[config.mk]
export PLATFORM = sky130hd
export DESIGN_NAME = lfsr_decrypt_engine
export DESIGN_NICKNAME = d
export VERILOG_FILES = /design/src/rtl/lfsr_decrypt_engine.sv
export SDC_FILE = /design/constraint.sdc
export NUM_CORES = 1
export LEC_CHECK = 0
export ABC_CLOCK_PERIOD_IN_PS = 5050
export BUFFER_PORTS_ARGS = -buffer_cell sky130_fd_sc_hd__buf_2
export CAP_MARGIN = 20
export CORE_MARGIN = 5
export CORE_UTILIZATION = 45
export CTS_CLUSTER_DIAMETER = 80
export DETAILED_ROUTE_END_ITERATION = 8
export SETUP_SLACK_MARGIN = 0.15
export SLEW_MARGIN = 20
export SYNTH_ARGS = -nofsm -noshare
export SYNTH_HDL_FRONTEND = slang
export SYNTH_SLANG_ARGS = --single-unit
[constraint.sdc]
create_clock -name clk -period 5.05 [get_ports clk]
set_clock_uncertainty 0.05 [all_clocks]
set_input_delay 0.2525 -clock clk [delete_from_list [all_inputs] [get_ports clk]]
set_output_delay 0.2525 -clock clk [all_outputs]
set_load 0.01 [all_outputs]
[src/rtl/lfsr_decrypt_engine.sv]
// lfsr_decrypt_engine
// Recovers plaintext from a 64-byte LFSR-encrypted message held in data
// memory. The known all-space preamble identifies the tap pattern and the
// seed. The recovered text is written back with its leading spaces removed
// and the tail padded with spaces. Every character is stored biased, as
// (char - 0x20).
//
// Ports:
//   clk          system clock; all state changes on the rising edge
//   init_n       asynchronous active-low reset
//   req          hold/idle while high; a high->low transition starts a run
//   ack          high while the finished result is presented (DONE)
//   mem_addr     read address (the memory returns data one cycle later)
//   mem_rd_data  read data
//   mem_wr_en    write strobe
//   mem_wr_addr  write address
//   mem_wr_data  write data (bit7 is always 0)
//   tap_idx      index 0..8 of the detected tap pattern; 4'hF if none
//   err          no tap pattern is consistent with the preamble
module lfsr_decrypt_engine #(
    parameter int IN_BASE  = 64,
    parameter int OUT_BASE = 0,
    parameter int MSG_LEN  = 64,
    parameter int PRE_MIN  = 10
) (
    input  logic       clk,
    input  logic       init_n,
    input  logic       req,
    output logic       ack,
    output logic [7:0] mem_addr,
    input  logic [7:0] mem_rd_data,
    output logic       mem_wr_en,
    output logic [7:0] mem_wr_addr,
    output logic [7:0] mem_wr_data,
    output logic [3:0] tap_idx,
    output logic       err
);

    typedef enum logic [2:0] {
        S_IDLE, S_LOAD, S_MATCH, S_DECRYPT, S_PAD, S_DONE
    } state_t;

    function automatic logic [6:0] pattern(input logic [3:0] k);
        case (k)
            4'd0:    pattern = 7'h60;
            4'd1:    pattern = 7'h48;
            4'd2:    pattern = 7'h78;
            4'd3:    pattern = 7'h72;
            4'd4:    pattern = 7'h6A;
            4'd5:    pattern = 7'h69;
            4'd6:    pattern = 7'h5C;
            4'd7:    pattern = 7'h7E;
            4'd8:    pattern = 7'h7B;
            default: pattern = 7'h00;
        endcase
    endfunction

    function automatic logic [6:0] lfsr_next(input logic [6:0] s, input logic [6:0] p);
        lfsr_next = {s[5:0], ^(s & p)};
    endfunction

    state_t     state_q, state_d;
    logic       req_q, req_d;
    logic [6:0] cnt_q, cnt_d;
    logic [6:0] wp_q, wp_d;
    logic       seen_q, seen_d;
    logic [6:0] lfsr_q, lfsr_d;
    logic [6:0] pat_q, pat_d;
    logic [7:0] mem_addr_q, mem_addr_d;
    logic       wr_en_q, wr_en_d;
    logic [7:0] wr_addr_q, wr_addr_d;
    logic [7:0] wr_data_q, wr_data_d;
    logic [3:0] tap_q, tap_d;
    logic       err_q, err_d;
    logic       ack_q, ack_d;
    logic [6:0] pre_q [PRE_MIN];
    logic [6:0] pre_d [PRE_MIN];

    logic [6:0]         cur_pat;
    logic [PRE_MIN-2:0] hit;
    logic [6:0]         plain;
    logic               unused_rd_msb;

    assign unused_rd_msb = mem_rd_data[7];
    assign cur_pat       = pattern(cnt_q[3:0]);
    assign plain         = mem_rd_data[6:0] ^ lfsr_q;

    // In LOAD, the byte requested on cycle n arrives on cycle n+1, so
    // preamble byte gi is captured when cnt_q == gi+1.
    // All preamble transitions are checked in parallel against the pattern
    // that is currently selected.
    generate
        for (genvar gi = 0; gi < PRE_MIN; gi++) begin : g_pre
            assign pre_d[gi] = (state_q == S_LOAD && cnt_q == 7'(gi + 1))
                               ? mem_rd_data[6:0] : pre_q[gi];
        end
        for (genvar gi = 0; gi < PRE_MIN - 1; gi++) begin : g_hit
            assign hit[gi] = (pre_q[gi+1] == lfsr_next(pre_q[gi], cur_pat));
        end
    endgenerate

    always_comb begin
        state_d    = state_q;
        req_d      = req;
        cnt_d      = cnt_q;
        wp_d       = wp_q;
        seen_d     = seen_q;
        lfsr_d     = lfsr_q;
        pat_d      = pat_q;
        mem_addr_d = mem_addr_q;
        wr_en_d    = 1'b0;
        wr_addr_d  = wr_addr_q;
        wr_data_d  = wr_data_q;
        tap_d      = tap_q;
        err_d      = err_q;
        ack_d      = ack_q;
        case (state_q)
            S_IDLE: begin
                if (req_q && !req) begin
                    state_d    = S_LOAD;
                    cnt_d      = 7'd0;
                    wp_d       = 7'd0;
                    seen_d     = 1'b0;
                    tap_d      = 4'hF;
                    err_d      = 1'b0;
                    mem_addr_d = 8'(IN_BASE);
                end
            end
            S_LOAD: begin
                if (cnt_q == 7'(PRE_MIN)) begin
                    state_d = S_MATCH;
                    cnt_d   = 7'd0;
                end else begin
                    cnt_d = cnt_q + 7'd1;
                    if (cnt_q < 7'(PRE_MIN - 1))
                        mem_addr_d = 8'(IN_BASE) + {1'b0, cnt_q} + 8'd1;
                end
            end
            S_MATCH: begin
                if (&hit) begin
                    state_d    = S_DECRYPT;
                    tap_d      = cnt_q[3:0];
                    pat_d      = cur_pat;
                    // Byte 0 is the seed, so it also serves as the first LFSR state.
                    lfsr_d     = pre_q[0];
                    cnt_d      = 7'd0;
                    mem_addr_d = 8'(IN_BASE);
                end else if (cnt_q == 7'd8) begin
                    state_d = S_DONE;
                    err_d   = 1'b1;
                    ack_d   = 1'b1;
                end else begin
                    cnt_d = cnt_q + 7'd1;
                end
            end
            S_DECRYPT: begin
                if (cnt_q < 7'(MSG_LEN - 1))
                    mem_addr_d = 8'(IN_BASE) + {1'b0, cnt_q} + 8'd1;
                // Cycle n consumes byte n-1. Output starts at the first
                // nonzero plaintext; every byte after that is kept.
                if (cnt_q != 7'd0) begin
                    lfsr_d = lfsr_next(lfsr_q, pat_q);
                    if (seen_q || plain != 7'd0) begin
                        seen_d    = 1'b1;
                        wr_en_d   = 1'b1;
                        wr_addr_d = 8'(OUT_BASE) + {1'b0, wp_q};
                        wr_data_d = {1'b0, plain};
                        wp_d      = wp_q + 7'd1;
                    end
                end
                if (cnt_q == 7'(MSG_LEN)) begin
                    if (wp_d == 7'(MSG_LEN)) begin
                        state_d = S_DONE;
                        ack_d   = 1'b1;
                    end else begin
                        state_d = S_PAD;
                    end
                end else begin
                    cnt_d = cnt_q + 7'd1;
                end
            end
            S_PAD: begin
                wr_en_d   = 1'b1;
                wr_addr_d = 8'(OUT_BASE) + {1'b0, wp_q};
                wr_data_d = 8'h00;
                wp_d      = wp_q + 7'd1;
                if (wp_q == 7'(MSG_LEN - 1)) begin
                    state_d = S_DONE;
                    ack_d   = 1'b1;
                end
            end
            S_DONE: begin
                if (req) begin
                    state_d = S_IDLE;
                    ack_d   = 1'b0;
                end
            end
            default: state_d = S_IDLE;
        endcase
    end

    always_ff @(posedge clk or negedge init_n) begin
        if (!init_n) begin
            state_q    <= S_IDLE;
            req_q      <= 1'b0;
            cnt_q      <= 7'd0;
            wp_q       <= 7'd0;
            seen_q     <= 1'b0;
            lfsr_q     <= 7'd0;
            pat_q      <= 7'd0;
            mem_addr_q <= 8'd0;
            wr_en_q    <= 1'b0;
            wr_addr_q  <= 8'd0;
            wr_data_q  <= 8'd0;
            tap_q      <= 4'hF;
            err_q      <= 1'b0;
            ack_q      <= 1'b0;
            for (int i = 0; i < PRE_MIN; i++) pre_q[i] <= 7'd0;
        end else begin
            state_q    <= state_d;
            req_q      <= req_d;
            cnt_q      <= cnt_d;
            wp_q       <= wp_d;
            seen_q     <= seen_d;
            lfsr_q     <= lfsr_d;
            pat_q      <= pat_d;
            mem_addr_q <= mem_addr_d;
            wr_en_q    <= wr_en_d;
            wr_addr_q  <= wr_addr_d;
            wr_data_q  <= wr_data_d;
            tap_q      <= tap_d;
            err_q      <= err_d;
            ack_q      <= ack_d;
            for (int i = 0; i < PRE_MIN; i++) pre_q[i] <= pre_d[i];
        end
    end

    assign ack         = ack_q;
    assign mem_addr    = mem_addr_q;
    assign mem_wr_en   = wr_en_q;
    assign mem_wr_addr = wr_addr_q;
    assign mem_wr_data = wr_data_q;
    assign tap_idx     = tap_q;
    assign err         = err_q;

endmodule

[Yosys cells after proc, flatten, opt, wreduce, memory -nomap -nowiden]
Memory sizes are Yosys's and may differ from the RTL's.
Index checks and enable logic that the tools add are counted.
Word-level totals
  register bits after elaboration: 134
  word-level logic and storage cells: 183
  memory bits (read-only): 112
  latch bits: 0
  output and inout bits: 31
  memory bits (writable): 0
  memories: 1
  input port bits: 11
Memories
  (no name shown): words 16, bits a word 7, read ports 1, clocked after Yosys merged registers in 0, wr ports 0, RTL line 44  | case (k)
Operators by class
  shift operators: 0
  mux-type cells: 52
  add/subtract/negate cells: 4
  multiply operators: 0
  bitwise operators: 11
  magnitude comparators: 2
  div/mod/pow operators: 0
  eq/ne operators: 44
  reduce and logical (&&, ||, !) cells: 45
Operator list (count)
  8-bit two-way mux: 9
  7-bit bitwise AND: 10
  7-bit two-way mux: 10
  7-bit parity: 10
  7-bit == test: 9
  8-bit case mux with 2 select lines: 2
  8-bit case mux with 4 select lines: 1
  7-bit by 3-bit == test with 1-bit output (second input constant): 4
  7-bit case mux with 4 select lines: 1
  2-bit != test (second input constant): 13
  7-bit by 4-bit == test with 1-bit output (second input constant): 3
  3-bit two-way mux: 7
  7-bit case mux with 3 select lines: 1
  3-bit case mux with 6 select lines: 1
  7-bit by 1-bit adder with 7-bit output (second input constant): 2
  7-bit by 2-bit == test with 1-bit output (second input constant): 2
  7-bit == test (second input constant): 2
  7-bit case mux with 2 select lines: 1
  7-bit nonzero test: 2
  1-bit two-way mux: 12
  4-bit AND reduction: 3
  6-bit AND reduction: 2
  1-bit logical AND: 11
  10-bit AND reduction: 1
  26 further kinds: 39

[Logic depth before layout (Yosys ltp)]
Gate-level depths: netlist (run 1).
  word-level depth: 10
  gate-level depth with buffers: 15
  depth with buffers taken out: 12

[Worst setup path before layout (run 1)]
OpenSTA, ideal clock, no wires.
  path kind: register -> register
  from: register cnt_q[0]
  to: register pat_q[5]
  setup time: 128 ps
  arrival time: 3565 ps
  setup slack: 1307 ps
  data required time: 4872 ps
  clock period less this slack: 3743 ps
  stages on the path, launching flop included: 14
  path buffers: 2
  cells stage by stage: dfrtp_1 inv_1 ha_1 nand2b_1 buf_2 a22o_1 a21oi_1 xnor2_1 xnor3_1 or4_4 nor3_4 nor3b_4 buf_6 mux2_1
Between the ends
  word-level cells in the longest chain between the ends: 5
  elaborated cells on any way between the ends: 29
  classes of those cells: 9 x eq/ne; 9 x bitwise; 10 x reduce/logical; 1 x memory
Ends and longest elaborated chain
  start: declaration: RTL line 64  | logic [6:0] cnt_q, cnt_d;
  start signal: assignment: RTL line 222  | cnt_q <= cnt_d;
  memory read 16 x 7 bit *
  7-bit bitwise AND: RTL line 59  | lfsr_next = {s[5:0], ^(s & p)};
  7-bit parity: RTL line 59
  7-bit == test: RTL line 98  | assign hit[gi] = (pre_q[gi+1] == lfsr_next(pre_q[gi], cur_pat));
  10-bit AND reduction (no line)
  end signal: assignment: RTL line 226  | pat_q <= pat_d;
  end: declaration: RTL line 68  | logic [6:0] pat_q, pat_d;
Mark *: on every way between the ends. The rest lies on a longest branch, timed or not.
A chain may end at the register's enable or synchronous reset.

[Worst setup path in the final report (run 1)]
  from: register cnt_q[0]
  to: register lfsr_q[2]
Between the ends
  word-level cells in the longest chain between the ends: 7
  elaborated cells on any way between the ends: 33
  classes of those cells: 11 x eq/ne; 9 x bitwise; 12 x reduce/logical; 1 x memory
Ends and longest elaborated chain
  memory read 16 x 7 bit
  7-bit bitwise AND: RTL line 59
  7-bit parity: RTL line 59
  7-bit == test: RTL line 98
  9-bit AND reduction: RTL line 140  | if (&hit) begin
  2-bit != test (no line)
  3-bit AND reduction (no line) *
  end signal: assignment: RTL line 225  | lfsr_q <= lfsr_d;
  end: declaration: RTL line 67  | logic [6:0] lfsr_q, lfsr_d;
Marks and branches as above.

==> results of run 1 <==
-- cell families after synthesis --
| family | synth area share |
|---|---|
| other | 0.000499 |
| AND/OR/NAND/NOR | 0.157 |
| flip-flops | 0.440 |
| adder cells (fa/ha/maj) | 0.0117 |
| buffers and inverters | 0.0343 |
| AO/OA/AOI/OAI | 0.118 |
| XOR/XNOR | 0.113 |
| multiplexers | 0.125 |
-- cell type report --
cell class	count	area [um^2]	share of cell area
clock inverter	5	52.6	0.00620
multi-input combinational	550	3960	0.467
inverter	25	93.8	0.0111
timing repair buffer	51	299	0.0353
tap	220	275	0.0325
sequential	132	3310	0.390
clock buffer	23	488	0.0576
-- power by group through the flow --
stage / clock, mW / sequential [mW] / combinational (mW)
finish: 1.15 / 1.91 / 2.16
global route: 1.21 / 1.95 / 2.36
CTS: 1.17 / 1.89 / 2.15
detailed placement: 0 / 1.91 / 2.13
global placement: 0 / 1.89 / 2.09
floorplan: 0 / 1.73 / 1.68
-- per-layer routing --
metal / vias to the layer above / global-route usage / routed length (um)
met2: 188 / 0.310 / 8940
li1: 2696 / - / -
met1: 2888 / 0.301 / 9350
met3: 36 / 0.0398 / 1060
met5: - / 0 / 0
met4: 0 / 0.0726 / 419
-- sequential cells by signal (all words and copies together) (netlist names), 3 cells and up --
register     flops
pat_q            7
mem_wr_data      7
cnt_q            7
mem_wr_addr      7
mem_addr         8
state_q          3
tap_idx          4
lfsr_q           7
pre_q           70
wp_q             7
-- final timing paths --
path | to | slack (ps) | depth (start not counted)
worst min-delay path | pre_q[34] | 300 | 2
worst max-delay path | lfsr_q[2] | 720 | 13
worst max register to register | lfsr_q[2] | 720 | 13
min in group asynchronous | pre_q[57] | 360 | 2
worst min register to register | mem_wr_addr[2] | 410 | 2
max in group asynchronous | cnt_q[5] | 3380 | 3
-- synth_stat cells (7+ instances only) --
cell type / number / area [um^2]
dfrtp_1: 128 / 3200
nand2_1: 91 / 342
mux2_2: 79 / 890
nor2_1: 48 / 180
xnor2_1: 47 / 412
a21oi_1: 37 / 185
xor2_1: 27 / 236
nand3_1: 25 / 125
o21ai_0: 24 / 120
inv_1: 23 / 86.3
clkbuf_1: 21 / 78.8
nor3_1: 15 / 75.1
or3_1: 13 / 81.3
a22o_1: 10 / 87.6
and3_1: 10 / 62.6
xnor3_1: 9 / 203
nand4_1: 8 / 50.1
a211oi_1: 7 / 52.6
a221oi_1: 7 / 61.3
a31oi_1: 7 / 43.8
ha_1: 7 / 87.6
-- stage by stage --
step                hold slack, ps  std cells  setup WS, ps   util
floorplan                    -93.1        742          1310      -
global placement               260        976           836  0.480
detailed placement             262        976           724  0.480
CTS                            266       1006           718  0.515
global route                   277       1006           435  0.515
finish                         295       1006           718  0.515
==> flow_summary.ini, run 1 <==
[clock_tree]
post_cts_buffers = 0
ctsHtreeMaxLevel = 4
clk_path_buf_depth = 2
root_buffer = clkbuf_16
numCtsBuffers = 17
cts.sinks = 132
cts_resized = 0
insertion_delay_ps = 420
path_clk_slew_ps = 60
cts_tree = done
ctsHoldBuffers = 2

[synth]
synthCells = 741
yosysSeqAreaShare = 0.440
ys_seq_elements = 132
ys_types = 68
yosys_warnings = 0
synthesis.area_um2 = 7520
async_reset_ff_frac = 1.00
dominantRegCellSynth = dfrtp_1
syn_avg_cell_area_um2 = 10.1
synth_edf_count = 0

[sta]
finalHoldViolCount = 0
fin_crit_ps = 4330
setup_viol = 0
slew_viol_final = 0
rsz0062_at_grt = no
worst_pin_slew_ps = 862
maxSlewHeadroom = 0.423
setup_tns_ps = 0
post-route-period-util = 0.858
max_freq_ghz = 0.231

[final_layout]
n_fill_cell = 1477
fin_area_um2 = 8470
antenna_cells = 0
final_cell_mix = 128 x dfrtp_1, 91 x nand2_1, 79 x mux2_2
nNetsFinal = 795
areaGrowthSynthToFinish_pct = 12.7
layout-drive-gt1-share = 0.223
final_common_cell = dfrtp_1

[routing]
wl_um = 19800
drc = 0
first_iter_violations = 565
via_per_inst = 5.77
via_count = 5808
wl_per_cell_um = 19.6
ant_nets = 0
first_pass_iters = 6

[critical_path]
endpoint_kind = register
r2r_start = cnt_q[0]
cpMaxStageDelayCell = or4_4
cp.arrival_ps = 4600
cpPeakStageDelay_ps = 560
worstPathCellList = inv_1 -> ha_1 -> and2_1 -> o31ai_4 -> nand2_1 -> xnor2_1 -> xnor3_1 -> or4_4 -> nor3_4 -> nor3b_4 -> buf_4 -> a21oi_2 -> a221oi_1
critPathTopFamily = simple AND/OR/NAND/NOR gates
path_buf_inv = 2
cp-start-kind = register
crit_start = cnt_q[0]
critical_path_class = reg -> reg
crit_fanout = 17
cp_data_required_time_ps = 5310

[die]
rows = 47
initial_core_util = 0.457
coreArea_um2 = 16500
io_pins = 42
die_x_um = 139
dieArea_um2 = 19400
die_h_um = 139

[pwr]
power.leakage_nw = 3.70
clockPowerShare = 0.220
p_sw_mw = 2.02
combPwrFrac = 0.413
p_int_mw = 3.20
sequentialPowerShare = 0.366
total_power_mw = 5.22
p_sw_frac = 0.386
vdd.ir_drop.worst_uv = 305
power_density_nw_per_um2 = 616

[global_route]
antenna_found_initial = 0
grt_start_max_net_pins = 75
groute.usage.overall = 0.207
grt_pass1_wl_um = 31900
grt_pass1_vias = 5696
grt_overflow = 0

[placed_design]
portBuffers = 38
post_dp_cell_area_um2 = 7910
dpl.hpwl_um = 14000
place_congestion = 0.916

[status]
run_status = complete, no violations

[job]
drv_cap = 0

[worst_hold_path]
hp-class = in -> reg
min_from = mem_rd_data[6]
(Power assumes the default switching activity.)
==> inputs of run 2 (changes only) <==
--- a/config.mk
+++ b/config.mk
@@ -8,10 +8,11 @@
 export ABC_CLOCK_PERIOD_IN_PS = 5050
 export BUFFER_PORTS_ARGS = -buffer_cell sky130_fd_sc_hd__buf_2
 export CAP_MARGIN = 20
-export CORE_MARGIN = 5
+export CORE_MARGIN = 1
 export CORE_UTILIZATION = 45
 export CTS_CLUSTER_DIAMETER = 80
 export DETAILED_ROUTE_END_ITERATION = 8
+export REMOVE_ABC_BUFFERS = 1
 export SETUP_SLACK_MARGIN = 0.15
 export SLEW_MARGIN = 20
 export SYNTH_ARGS = -nofsm -noshare
==> run 2 against run 1 <==
  * Final cell count barely moved
  * Worst setup slack got worse by 58 ps
  * Die area fell by 11%
  * Register-to-register slack got worse by 60 ps
  * Sequential power barely moved
  * Hold slack got worse by 8.7 ps
  * Global-route usage rose by 3.3 points
  * Total power rose by 0.55%
  * First-iteration DRC count fell by 1.9%
  * Core utilization rose by 1.5 points
  * Sequential cell count did not move
  * Critical endpoint is now mem_addr[0]
==> flow_summary.ini, run 2 (same netlist as run 1, synthesis figures left out) <==
[critical_path]
worst-r2r-cell-count = 12
crit_fanout = 16
r2r_start = cnt_q[1]
cp.arrival_ps = 4650
r2r_setup_slack_ps = 660
cp_data_required_time_ps = 5310
timing.rr.end = mem_addr[0]
endpoint_kind = register
critical_path_class = reg -> reg
cp-start-kind = register

[final_layout]
nNetsFinal = 796
antenna_cells = 0
largest_reg_flops = 70
final_cell_mix = 128 x dfrtp_1, 91 x nand2_1, 79 x mux2_2
final_common_cell = dfrtp_1
areaGrowthSynthToFinish_pct = 13.4
layout-drive-gt1-share = 0.230
regMostFlops = pre_q

[sta]
maxSlewHeadroom = 0.359
setup_viol = 0
fin_crit_ps = 4390
finalHoldViolCount = 0
rsz0062_at_grt = no
post-route-period-util = 0.869
slew_viol_final = 0
max_freq_ghz = 0.228
worst_pin_slew_ps = 955
setup_tns_ps = 0

[clock_tree]
root_buffer = clkbuf_16
cts.sinks = 132
clk_path_buf_depth = 2
path_clk_slew_ps = 60
cts_tree = done
insertion_delay_ps = 430
ctsHtreeMaxLevel = 4
numCtsBuffers = 17

[routing]
via_count = 5835
first_pass_iters = 5
wl_um = 19400
via_per_inst = 5.79
first_iter_violations = 554
drc = 0
ant_nets = 0
wl_per_cell_um = 19.2

[global_route]
grt_start_max_net_pins = 99
groute.usage.overall = 0.239
grt_overflow = 0
antenna_found_initial = 1
grt_pass1_vias = 5678
grt_pass1_wl_um = 32000

[status]
run_status = complete, no violations

[die]
die_x_um = 131
initial_core_util = 0.466
io_pins = 42
coreArea_um2 = 16100
die_h_um = 131
dieArea_um2 = 17200
rows = 46

[pwr]
power_density_nw_per_um2 = 615
total_power_mw = 5.25
power.leakage_nw = 3.71
vdd.ir_drop.worst_uv = 307

[worst_hold_path]
hold_depth = 2
hp-class = in -> reg
hold_end = pre_q[44]
min_from = mem_rd_data[2]

[placed_design]
dpl.hpwl_um = 13400
portBuffers = 38
place_congestion = 0.877

[job]
drv_cap = 0
run 2: cell count changes in the layout (fill, tap and decap cells not counted):
| cell | before | now |
|---|---|---|
| buf_4 | 11 | 10 |
| clkinvlp_4 | 1 | 4 |
| clkbuf_8 | 4 | 1 |
| buf_12 | 0 | 2 |
| clkinv_4 | 0 | 3 |
| inv_6 | 0 | 3 |
| clkbuf_1 | 2 | 0 |
run 2: per-layer routing:
metal  track usage  vias to the layer above  share of wire
li1              -                     2699              -
met5             0                        -        0.00067
met4        0.0817                        2          0.018
met3        0.0486                       27          0.056
met2         0.367                      183           0.46
met1         0.337                     2924           0.47
run 2: power breakdown:
group          internal (mW)  leakage [nW]  switching, mW
combinational           1.10          1.82           1.07
clock                  0.692         0.269          0.491
sequential              1.40          1.61          0.496
total                   3.19          3.71           2.06
run 2: how the worst max path moves through the flow:
stage / startpoint / to / slack [ps] / cells after the start
global route: cnt_q[1] / mem_addr[0] / 350 / 12
CTS: cnt_q[1] / ack / 440 / 13
detailed placement: cnt_q[1] / ack / 490 / 13
floorplan: cnt_q[3] / lfsr_q[2] / 880 / 10
global placement: cnt_q[1] / ack / 600 / 13
finish: cnt_q[1] / mem_addr[0] / 660 / 12
run 2: area by class of cell:
cell class                 instances  area, um^2
clock inverter                    14         128
fill                            1478        7590
sequential                       132        3310
inverter                          25        93.8
clock buffer                      18         439
multi-input combinational        550        3960
timing repair buffer              52         332
tap                              216         270
run 2: through the flow:
step           area (um^2)  hold slack (ps)  worst slack (ps)  instances   util
6_report              8530              287               660       1007  0.529
5_1_grt               8530              294               352       1007  0.529
4_1_cts               8500              266               443       1005  0.527
3_5_place_dp          7910              357               493        971  0.491
3_3_place_gp          7910              362               602        971  0.491
2_1_floorplan         7360            -93.1               885        707      -
run 2: critical path, stage by stage, from the launching register on:
cell and delay (ps):
dfrtp_1 490, inv_1 220, ha_1 330, and3b_1 510
o21ai_0 220, xor2_1 180, xnor2_1 190, xnor3_1 260
or4_4 560, nor3_4 330, nor3_1 110, nor2_2 430
mux2_2 390
run 2: timing repair:
item | 4_1_cts | 5_1_grt
resized for setup | 0 | 0
setup buffers | 0 | 2
endpoints found under the setup margin | 0 | 3
hold buffers | 2 | 0
hold endpoints to repair | 98 | 0
==> inputs of run 3 (changes only) <==
--- a/config.mk
+++ b/config.mk
@@ -9,9 +9,10 @@
 export BUFFER_PORTS_ARGS = -buffer_cell sky130_fd_sc_hd__buf_2
 export CAP_MARGIN = 20
 export CORE_MARGIN = 1
-export CORE_UTILIZATION = 45
+export CORE_UTILIZATION = 62
 export CTS_CLUSTER_DIAMETER = 80
 export DETAILED_ROUTE_END_ITERATION = 8
+export PLACE_DENSITY = 0.81
 export REMOVE_ABC_BUFFERS = 1
 export SETUP_SLACK_MARGIN = 0.15
 export SLEW_MARGIN = 20
==> run 3 against run 2 <==
  * The run now ends with design-rule violations left
  * Clock-buffer cell count grew 2
  * Largest cell class unchanged
  * Final area is 0.78% lower
  * Critical path type unchanged
  * Final cell count shrank 7.7%
  * Die area shrank 27%
  * Largest power group unchanged
  * Global-route usage is 7.7 points higher
  * Fmax up 0.22%
==> flow_summary.ini, run 3 (same netlist as run 1, synthesis figures left out) <==
[critical_path]
critical_path_class = reg -> reg
cp_data_required_time_ps = 5330
crit_fanout = 17
r2r_setup_slack_ps = 670
cp.arrival_ps = 4660
cp-start-kind = register
endpoint_kind = register
worst-r2r-cell-count = 13
r2r_start = cnt_q[0]
timing.rr.end = lfsr_q[5]
crit_start = cnt_q[0]
critPathCapture = lfsr_q[5]

[final_layout]
nNetsFinal = 791
regMostFlops = pre_q
antenna_cells = 0
n_fill_cell = 823
utilization = 0.728
layout-drive-gt1-share = 0.223
final_cell_mix = 128 x dfrtp_1, 91 x nand2_1, 79 x mux2_2
final_common_cell = dfrtp_1
fin_area_um2 = 8460
fin_cells = 929
largest_reg_flops = 70
areaGrowthSynthToFinish_pct = 12.5

[clock_tree]
cts.sinks = 132
numCtsBuffers = 17
ctsHoldBuffers = 2
clk_path_buf_depth = 2
insertion_delay_ps = 430
cts_tree = done
cts_resized = 0
root_buffer = clkbuf_16
ctsHtreeMaxLevel = 4
post_cts_buffers = 0
path_clk_slew_ps = 60

[sta]
finalHoldViolCount = 0
fin_crit_ps = 4380
setup_tns_ps = 0
slew_viol_final = 0
max_freq_ghz = 0.228
rsz0062_at_grt = no
setup_viol = 0
maxSlewHeadroom = 0.364
post-route-period-util = 0.867
setup_ws_ps = 670
whs_ps = 261
worst_pin_slew_ps = 947

[pwr]
total_power_mw = 5.40
vdd.ir_drop.worst_uv = 371
power_density_nw_per_um2 = 638
power.leakage_nw = 3.71

[worst_hold_path]
hp-class = in -> reg
hold_depth = 2

[die]
coreArea_um2 = 11600
rows = 39
die_h_um = 112
die_x_um = 112
dieArea_um2 = 12600
io_pins = 42
initial_core_util = 0.647

[global_route]
antenna_found_initial = 0
grt_pass1_wl_um = 30300
gr-usage-met3 = 0.0767
grt_util_met2 = 0.492
busiest_layer = met2
grtUsageMet1 = 0.426
grt_pass1_vias = 5872
grt_overflow = 0
groute.usage.overall = 0.317
grt_start_max_net_pins = 83

[routing]
via_count = 5902
first_pass_iters = 7
wl_per_cell_um = 20.1
wl_um = 18600
drc = 3
first_iter_violations = 507
via_per_inst = 6.35
ant_nets = 0

[placed_design]
place_congestion = 0.915
dpl.hpwl_um = 12600
portBuffers = 38
pre_cts_ws_ps = 763
place_inst = 895
post_dp_cell_area_um2 = 7780

[status]
violations = design-rule violations
run_status = complete, but fails checks

[job]
drv_cap = 0
==> run 3: cell types whose count changed in the layout (fill, tap and decap cells not counted), sizes merged <==
cell      delta
buf          -5
clkinv       -5
bufinv       +4
clkbuf       +2
inv          -2
clkinvlp     +1
==> run 3: layout make-up <==
| cell class | count | area (um^2) | area share |
|---|---|---|---|
| Inverter | 25 | 93.8 | 0.0111 |
| Clock inverter | 12 | 201 | 0.0238 |
| Timing Repair Buffer | 47 | 265 | 0.0314 |
| Multi-Input combinational cell | 550 | 3960 | 0.468 |
| Sequential cell | 132 | 3310 | 0.391 |
| Tap cell | 143 | 179 | 0.0212 |
| Clock buffer | 20 | 457 | 0.0540 |
==> run 3: how the worst min path moves through the flow <==
stage,endpoint,startpoint,slack [ps]
3_5_place_dp,req_q,req,370
3_3_place_gp,req_q,req,360
2_1_floorplan,ack,init_n,-90
5_1_grt,pre_q[15],mem_rd_data[1],270
4_1_cts,pre_q[9],mem_rd_data[2],250
6_report,pre_q[15],mem_rd_data[1],260
==> run 3: routing by layer <==
layer  up-vias  share of wire
met5         -              0
met4         0          0.029
met3        49          0.078
met2       270           0.46
met1      2901           0.43
li1       2682              -
==> run 3: report_power, final <==
part	total [mW]	internal, mW	switching (mW)	leakage (nW)
clock network	1.37	0.901	0.471	0.305
logic	2.13	1.07	1.06	1.79
registers	1.90	1.40	0.496	1.61
total	5.40	3.37	2.03	3.71
==> run 3: critical path, stage by stage (launching register included) <==
cell,delay [ps]
dfrtp_1,500
inv_1,200
ha_1,290
and3b_1,520
o21ai_0,210
xor2_1,200
xnor2_1,180
xnor3_1,240
or4_4,560
nor3_4,350
nor3b_4,260
buf_4,280
a21oi_2,130
a221oi_1,290
